[src/rtl/led_bist_sequencer.sv]
// LED bank self-test sequencer.
// Steps the LEDs through all-on, a walking one and all-off, repeating the
// pattern LOOPS times. A programmable divider sets the step period, and the
// block emits a single-cycle step_tick rather than a derived clock. Every
// output comes straight from a flop.
module led_bist_sequencer #(
  parameter int STEP_DIV = 50_000_000,
  parameter int N_LED    = 8,
  parameter int LOOPS    = 1
) (
  input  logic             clk,
  input  logic             rst,
  input  logic             start,
  input  logic             abort,
  input  logic [1:0]       rate_sel,
  output logic [N_LED-1:0] led,
  output logic             busy,
  output logic             done,
  output logic             step_tick,
  output logic [1:0]       phase
);

  localparam int CNT_W  = $clog2(STEP_DIV);
  localparam int IDX_W  = $clog2(N_LED);
  localparam int LOOP_W = (LOOPS > 1) ? $clog2(LOOPS) : 1;

  localparam logic [IDX_W-1:0]  IDX_LAST  = IDX_W'(N_LED - 1);
  localparam logic [LOOP_W-1:0] LOOP_LAST = LOOP_W'(LOOPS - 1);

  typedef enum logic [1:0] {
    S_IDLE    = 2'd0,
    S_ALL_ON  = 2'd1,
    S_WALK    = 2'd2,
    S_ALL_OFF = 2'd3
  } state_t;

  // Terminal count for the selected rate. The divider counts 0..div_eff-1,
  // so the value held is div_eff-1. A shift that would reach zero is clamped
  // to a one-cycle step so the counter can never get stuck.
  function automatic logic [CNT_W-1:0] f_div_last(input logic [1:0] sel);
    int d;
    d = STEP_DIV >> (2 * int'(sel));
    if (d < 1) begin
      d = 1;
    end
    return CNT_W'(d - 1);
  endfunction

  // One-hot LED pattern for walk position idx.
  function automatic logic [N_LED-1:0] f_walk_led(input logic [IDX_W-1:0] idx);
    return N_LED'(1) << idx;
  endfunction

  // Registered state
  state_t              r_state;
  logic [CNT_W-1:0]    r_cnt;
  logic [CNT_W-1:0]    r_last;
  logic [IDX_W-1:0]    r_idx;
  logic [LOOP_W-1:0]   r_loop;
  logic [N_LED-1:0]    r_led;
  logic                r_busy;
  logic                r_done;
  logic                r_tick;

  // Next-state values
  state_t              w_state_nxt;
  logic [CNT_W-1:0]    w_cnt_nxt;
  logic [CNT_W-1:0]    w_last_nxt;
  logic [IDX_W-1:0]    w_idx_nxt;
  logic [LOOP_W-1:0]   w_loop_nxt;
  logic [N_LED-1:0]    w_led_nxt;
  logic                w_done_nxt;
  logic                w_tick_nxt;
  logic                w_step_end;

  // State and output register; every field returns to its idle value on reset.
  always_ff @(posedge clk or negedge rst) begin
    if (!rst) begin
      r_state <= S_IDLE;
      r_cnt   <= '0;
      r_last  <= '0;
      r_idx   <= '0;
      r_loop  <= '0;
      r_led   <= '0;
      r_busy  <= 1'b0;
      r_done  <= 1'b0;
      r_tick  <= 1'b0;
    end else begin
      r_state <= w_state_nxt;
      r_cnt   <= w_cnt_nxt;
      r_last  <= w_last_nxt;
      r_idx   <= w_idx_nxt;
      r_loop  <= w_loop_nxt;
      r_led   <= w_led_nxt;
      r_busy  <= (w_state_nxt != S_IDLE);
      r_done  <= w_done_nxt;
      r_tick  <= w_tick_nxt;
    end
  end

  // Next-state logic. The divider, pattern and loop count advance together.
  // Abort takes priority over a step boundary in the same cycle.
  always_comb begin
    w_state_nxt = r_state;
    w_cnt_nxt   = r_cnt;
    w_last_nxt  = r_last;
    w_idx_nxt   = r_idx;
    w_loop_nxt  = r_loop;
    w_led_nxt   = r_led;
    w_done_nxt  = 1'b0;
    w_step_end  = (r_state != S_IDLE) && (r_cnt == r_last);

    if (r_state == S_IDLE) begin
      w_cnt_nxt = '0;
      if (start && !abort) begin
        // The rate is latched here and held for the whole run.
        w_state_nxt = S_ALL_ON;
        w_last_nxt  = f_div_last(rate_sel);
        w_idx_nxt   = '0;
        w_loop_nxt  = '0;
        w_led_nxt   = '1;
      end
    end else if (abort) begin
      w_state_nxt = S_IDLE;
      w_cnt_nxt   = '0;
      w_idx_nxt   = '0;
      w_loop_nxt  = '0;
      w_led_nxt   = '0;
    end else if (w_step_end) begin
      w_cnt_nxt = '0;
      case (r_state)
        S_ALL_ON: begin
          w_state_nxt = S_WALK;
          w_idx_nxt   = '0;
          w_led_nxt   = f_walk_led('0);
        end
        S_WALK: begin
          if (r_idx == IDX_LAST) begin
            w_state_nxt = S_ALL_OFF;
            w_idx_nxt   = '0;
            w_led_nxt   = '0;
          end else begin
            w_idx_nxt = r_idx + IDX_W'(1);
            w_led_nxt = f_walk_led(r_idx + IDX_W'(1));
          end
        end
        S_ALL_OFF: begin
          if (r_loop == LOOP_LAST) begin
            w_state_nxt = S_IDLE;
            w_loop_nxt  = '0;
            w_led_nxt   = '0;
            w_done_nxt  = 1'b1;
          end else begin
            w_state_nxt = S_ALL_ON;
            w_loop_nxt  = r_loop + LOOP_W'(1);
            w_led_nxt   = '1;
          end
        end
        default: begin
          w_state_nxt = S_IDLE;
          w_led_nxt   = '0;
        end
      endcase
    end else begin
      w_cnt_nxt = r_cnt + CNT_W'(1);
    end

    // step_tick is registered, so it is derived from the next counter value.
    w_tick_nxt = (w_state_nxt != S_IDLE) && (w_cnt_nxt == w_last_nxt);
  end

  assign led       = r_led;
  assign busy      = r_busy;
  assign done      = r_done;
  assign step_tick = r_tick;
  assign phase     = r_state;

endmodule

[config.mk]
export PLATFORM = sky130hd
export DESIGN_NAME = led_bist_sequencer
export DESIGN_NICKNAME = d
export VERILOG_FILES = /design/src/rtl/led_bist_sequencer.sv
export SDC_FILE = /design/constraint.sdc
export NUM_CORES = 1
export LEC_CHECK = 0
export CORE_MARGIN = 3
export CORE_UTILIZATION = 40
export DETAILED_ROUTE_END_ITERATION = 8
export GPL_TIMING_DRIVEN = 0
export SLEW_MARGIN = 10
export SYNTH_ARGS = -nofsm -noshare
export SYNTH_HDL_FRONTEND = slang
export SYNTH_SLANG_ARGS = --single-unit
[constraint.sdc]
create_clock -name clk -period 3.4 [get_ports clk]
set_input_delay 0.68 -clock clk [delete_from_list [all_inputs] [get_ports clk]]
set_output_delay 0.68 -clock clk [all_outputs]
set_load 0.005 [all_outputs]
### Word-level counts from Yosys, hierarchy flattened

Cells that the tools add are included.

| storage, ports and cells | value |
|---|---|
| bits in registers | 69 |
| input bits | 6 |

| operators by class | value |
|---|---|
| add/sub/neg operators | 4 |
| magnitude comparators | 1 |
| equality and inequality tests | 7 |
| shifts and indexed selects | 2 |
| mux-type cells | 39 |
| reduce and logical (&&, ||, !) cells | 13 |

Operators with widths:

| kind | count |
|---|---|
| 26-bit two-way mux | 8 |
| 26-bit == test | 2 |
| 8-bit two-way mux | 6 |
| 32-bit by 2-bit < comparator with 1-bit output, second input constant | 1 |
| 26-bit by 3-bit >> shifter with 32-bit output, first input constant | 1 |
| 26-bit by 1-bit adder with 26-bit output, second input constant | 1 |
| 26-bit by 2-bit subtractor with 26-bit output, second input constant | 1 |
| 8-bit one-hot mux with 3 select lines | 1 |
| 3-bit two-way mux | 5 |
| 1-bit two-way mux | 12 |
| 2-bit two-way mux | 5 |
| 1-bit by 3-bit left shift with 8-bit output, first input constant | 1 |
| 2-bit one-hot mux with 3 select lines | 1 |
| 3-bit one-hot mux with 2 select lines | 1 |
| 3-bit AND reduction | 2 |
| 3-bit nonzero test | 2 |
| 2-bit == test, second input constant | 2 |
| 2-bit nonzero test | 2 |
| 4-bit nonzero test | 1 |
| 3-bit by 1-bit adder with 3-bit output, second input constant | 1 |
| 3-bit == test, second input constant | 1 |
| 1-bit logical AND | 3 |
| 2-bit by 1-bit == test with 1-bit output, second input constant | 1 |
| 2-bit logical NOT | 1 |
| other kinds (4) | 4 |

### Logic depth before layout (Yosys ltp)

| logic depth | value |
|---|---|
| depth in word-level cells | 10 |
| gate-level depth with buffers | 12 |

### Worst setup path after synthesis

Ideal clock, no wire load.

| path | value |
|---|---|
| path kind | register to register |
| from | register r_cnt[0] |
| to | register r_tick (netlist: step_tick) |
| arrival time | 2.677 ns |
| required time | 3.304 ns |
| setup slack | 0.628 ns |
| cell stages (with the launch flop) | 10 |
| path through | dfrtp_1 ha_1 nand4_1 or3_1 or3_1 a221oi_1 xor2_1 nor4_1 nand4_1 nor4_2 |

| between the ends | value |
|---|---|
| longest elaborated chain between the ends | 7 |
| elaborated cells on any way between the ends | 12 |
| those cells by class | 1 x add/sub; 2 x eq/ne; 6 x mux; 3 x reduce/logical |

Ends and longest elaborated chain:

| item | line | text |
|---|---|---|
| start: declaration | 56 | `logic [CNT_W-1:0] r_cnt;` |
| start signal: assignment | 90 | `r_cnt <= w_cnt_nxt;` |
| parallel branches: the longest is 2 deep, another holds 26-bit by 1-bit adder with 26-bit output | - |  |
| 26-bit two-way mux (*) | 129 | `end else if (w_step_end) begin` |
| 26-bit two-way mux (*) | 123 | `end else if (abort) begin` |
| 26-bit two-way mux (*) | 113 | `if (r_state == S_IDLE) begin` |
| via w_cnt_nxt[16] | 67 | `logic [CNT_W-1:0] w_cnt_nxt;` |
| 26-bit == test (*) | 169 | `w_tick_nxt = (w_state_nxt != S_IDLE) && (w_cnt_nxt == w_last_nxt);` |
| 1-bit logical AND (*) | 169 |  |
| via w_tick_nxt | 73 | `logic w_tick_nxt;` |
| end signal: assignment | 97 | `r_tick <= w_tick_nxt;` |
| end: declaration | 63 | `logic r_tick;` |

Mark *: on every way through the listed nets, which the timed path passes.
A chain may end at the register's enable or synchronous reset.

### Worst setup path in the final report

| path | value |
|---|---|
| from | register r_state[1] (netlist: phase[1]) |
| to | register r_tick (netlist: step_tick) |

| between the ends | value |
|---|---|
| longest elaborated chain between the ends | 7 |
| elaborated cells on any way between the ends | 19 |
| those cells by class | 4 x eq/ne; 10 x mux; 5 x reduce/logical |

Ends and longest elaborated chain:

| item | line | text |
|---|---|---|
| start: declaration | 55 | `state_t r_state;` |
| start signal: assignment | 89 | `r_state <= w_state_nxt;` |
| 2-bit nonzero test (tied with other cells) | 111 | `w_step_end = (r_state != S_IDLE) && (r_cnt == r_last);` |
| 1-bit logical AND / 2-bit one-hot mux with 3 select lines (equally long branches) | 111, 131 |  |
| 26-bit two-way mux / 2-bit two-way mux (equally long branches) | 129 |  |
| 26-bit two-way mux / 2-bit two-way mux (equally long branches) | 123 |  |
| 26-bit two-way mux / 2-bit two-way mux (equally long branches) | 113 |  |
| 26-bit == test / 2-bit nonzero test (equally long branches) | 169 |  |
| 1-bit logical AND (*) | 169 |  |
| via w_tick_nxt | 73 |  |

The timed path passes the listed nets; every way through them passes the cells marked *.

==> run_results.csv <==
group,metric,value,unit
timing,tightest_slew,0.776,ns
setup_path,cp.required,3.62,ns
cts,clock_latency,0.36,ns
setup_path,crit_chain,"inv_1 > ha_1 > buf_2 > nand3b_1 > buf_4 > clkbuf_2 > nor2_1 > a21oi_1 > xnor2_1 > and3_1 > o311ai_0 > nor4_2",
logic_synthesis,ys_ff_latch,68,
final_layout,area_growth,14.8,%
drt,via_per_inst,5.60,
final_layout,num-fill-cells,966,
timing,slew_headroom,48.3,%
floorplan,dieArea,0.0117,mm2
timing,fin_setup_tns,0,ns
final_layout,fin_util,48.0,%
final_layout,antenna_cells,0,
pwr,clockPowerShare,21.0,%
final_layout,layout_commonest_cell,"dfrtp_1",
timing,finalClockSkew,0.0115,ns
logic_synthesis,synthesis.instances,439,
cts,cts_buffers,9,
floorplan,core_region_area,0.00995,mm2
drt,first_iter_violations,218,
floorplan,row_count,36,
placed_design,place_hpwl,8190,um
logic_synthesis,synth_edf_count,0,
drt,vias,3415,
floorplan,initial_core_util,41.8,%
logic_synthesis,yosysWarnings,0,
pwr,power_density,598,mW/mm2
logic_synthesis,ys.flop_type,"dfrtp_1",
pwr,ir_drop,0.000346,V
setup_path,crit_type,"flop to flop",
drt,firstDrtPassIters,5,
pwr,internal_power,1.76,mW
worst_hold_path,hold_path.class,"primary input to asynchronous set/reset pin",
drt,totalWireLength,11300,um
final_layout,num-nets-final,494,
drt,ant_nets,0,
logic_synthesis,synthDistinctLibCells,69,
logic_synthesis,synth.avg_cell_area,9.49,um2
setup_path,cpPeakStageDelay,0.53,ns
logic_synthesis,seq_area_frac_synth,40.9,%
floorplan,die-width,108,um
global_route,grt_max_degree,59,
timing,fin_crit_sh,96.2,%
final_layout,layout_common_cells,"67 x dfrtp_1, 45 x nor2_1, 39 x xnor2_1",
setup_path,cp_slowest_cell,"o311ai_0",
pwr,swShare,38.5,%
global_route,antenna_found_initial,0,
logic_synthesis,syn-cell-area,0.00417,mm2
cts,cts_tree,"yes",
placed_design,dpl_worst_slack,-0.465,ns
pwr,p_comb_share,39.6,%
setup_path,r2r_slack,0.13,ns
drt,avgRoutedWirePerCell,18.5,um
logic_synthesis,synth-async-reset-ratio,100,%
pwr,leakagePower,1.98,nW
cts,max-clock-path-buffers,2,
placed_design,port_buffers,18,
global_route,first_global_vias,3418,
pwr,pwr-share-seq,39.4,%
setup_path,path_max_fanout,10,
final_layout,drive_gt1_share,11.9,%
drt,drc,0,
placed_design,place_congestion,0.899,
run_status,status,"completed",
global_route,grt_pass1_wl,18300,um
timing,period_minus_slack,3.27,ns
global_route,grtUsageTotal,20.7,%
timing,worst_slack,0.131,ns
cts,cts_sinks,68,
timing,hold_ws,0.150,ns
pwr,power,2.86,mW
cts,clk_pin_slew,0.08,ns
run,maxCapViolCount,0,
global_route,grt_overflow,0,
pwr,power.net_switching,1.10,mW
setup_path,cp-end-kind,"flop",
timing,timing.fmax,306,MHz
cts,root_buffer,"clkbuf_8",
floorplan,ios,19,
timing,finalHoldViolCount,0,
timing,setup_violations,0,
floorplan,dieHeight,108,um
cts,htree_levels,3,
timing,maxSlewViolCount,0,
logic_synthesis,syn-num-nets,461,
setup_path,arrival,3.49,ns
setup_path,cp-start-kind,"flop",
==> critical path, delay by kind of cell, from the launching register on <==
family	cells	cell delay (ns)
and+or+nand+nor	4	0.88
adders and majority gates	1	0.18
DFF	1	0.41
AOI/OAI and AO/OA	2	0.73
xor gates and xnor gates	1	0.17
buffers and inverters	4	0.75
==> timing repair <==
item                       in CTS  in global routing
setup endpoints to repair       1                  1
hold buffers                    0                  0
resized for setup               2                 14
setup buffers                   0                  3
==> routing by layer <==
layer	wire length (um)	GRT usage, %
met2	5160	31.3
met3	615	3.58
met5	0	0
met1	5270	29.7
met4	261	8.03
==> metrics by stage <==
step / instances / cell area (um2)
after global routing: 610 / 4780
after CTS: 607 / 4710
final: 610 / 4780
after global placement: 590 / 4510
after detailed placement: 591 / 4540
after floorplan: 439 / 4170
==> cell type report <==
type	instances	area [um2]	area share (%)
plain buffers	16	86.3	1.81
repair buffers	22	230	4.82
flip-flops and latches	68	1700	35.6
clock inverters	5	27.5	0.576
inverters	29	109	2.28
well taps	133	166	3.48
multi-input cells	326	2320	48.5
clock buffers	11	141	2.96
==> flip-flops by register name, summed over array words and instances (netlist names) <==
| name | flops |
|---|---|
| r_cnt | 26 |
| r_last | 26 |
| led | 8 |
| r_idx | 3 |
| phase | 2 |
| busy | 1 |
| done | 1 |
| step_tick | 1 |
==> power groups by stage <==
stage	combinational [mW]	clock, mW	sequential, mW
6_report	1.13	0.602	1.13
3_3_place_gp	1.08	0	1.14
2_1_floorplan	0.706	0	1.12
3_5_place_dp	1.09	0	1.14
4_1_cts	1.11	0.621	1.13
5_1_grt	1.24	0.657	1.15
==> synth_stat cells, types with 3 or more instances <==
| master | n | area, um2 |
|---|---|---|
| a211oi_1 | 6 | 45.0 |
| a21o_1 | 4 | 30.0 |
| a21oi_1 | 17 | 85.1 |
| a221oi_1 | 3 | 26.3 |
| a221oi_2 | 3 | 45.0 |
| a22oi_1 | 5 | 37.5 |
| and2_1 | 3 | 18.8 |
| and3_1 | 4 | 25.0 |
| buf_2 | 7 | 35.0 |
| clkbuf_1 | 7 | 26.3 |
| dfrtp_1 | 68 | 1700 |
| ha_1 | 16 | 200 |
| inv_1 | 29 | 109 |
| mux2i_1 | 4 | 40.0 |
| nand2_1 | 32 | 120 |
| nand2b_1 | 5 | 31.3 |
| nand3_1 | 13 | 65.1 |
| nand3b_1 | 3 | 22.5 |
| nand4_1 | 14 | 87.6 |
| nor2_1 | 45 | 169 |
| nor3_1 | 8 | 40.0 |
| nor4_1 | 6 | 37.5 |
| o211ai_1 | 4 | 30.0 |
| o21ai_0 | 9 | 45.0 |
| or2_2 | 4 | 25.0 |
| or3_1 | 9 | 56.3 |
| xnor2_1 | 39 | 342 |
| xor2_1 | 17 | 149 |
==> cell families (layout without fill, tap and decap cells) <==
kind of cell	after synthesis	in the layout	share of synthesized area [%]
simple gates	171	171	22.7
compound gates	77	77	13.2
flops	68	68	40.9
xor+xnor	58	58	12.9
buf+inv	45	83	4.54
fa+ha+maj	16	16	4.81
mux	4	4	0.961
==> final timing paths <==
check | end | cells past startpoint | from
max | step_tick | 12 | phase[1]
min | r_cnt[24] | 1 | rst
max reg2reg | step_tick | 12 | phase[1]
min reg2reg | led[3] | 1 | led[3]
max in group asynchronous | r_cnt[0] | 2 | rst
min in group clk | led[3] | 1 | led[3]
No activity file was read; power rests on OpenSTA's default activity.
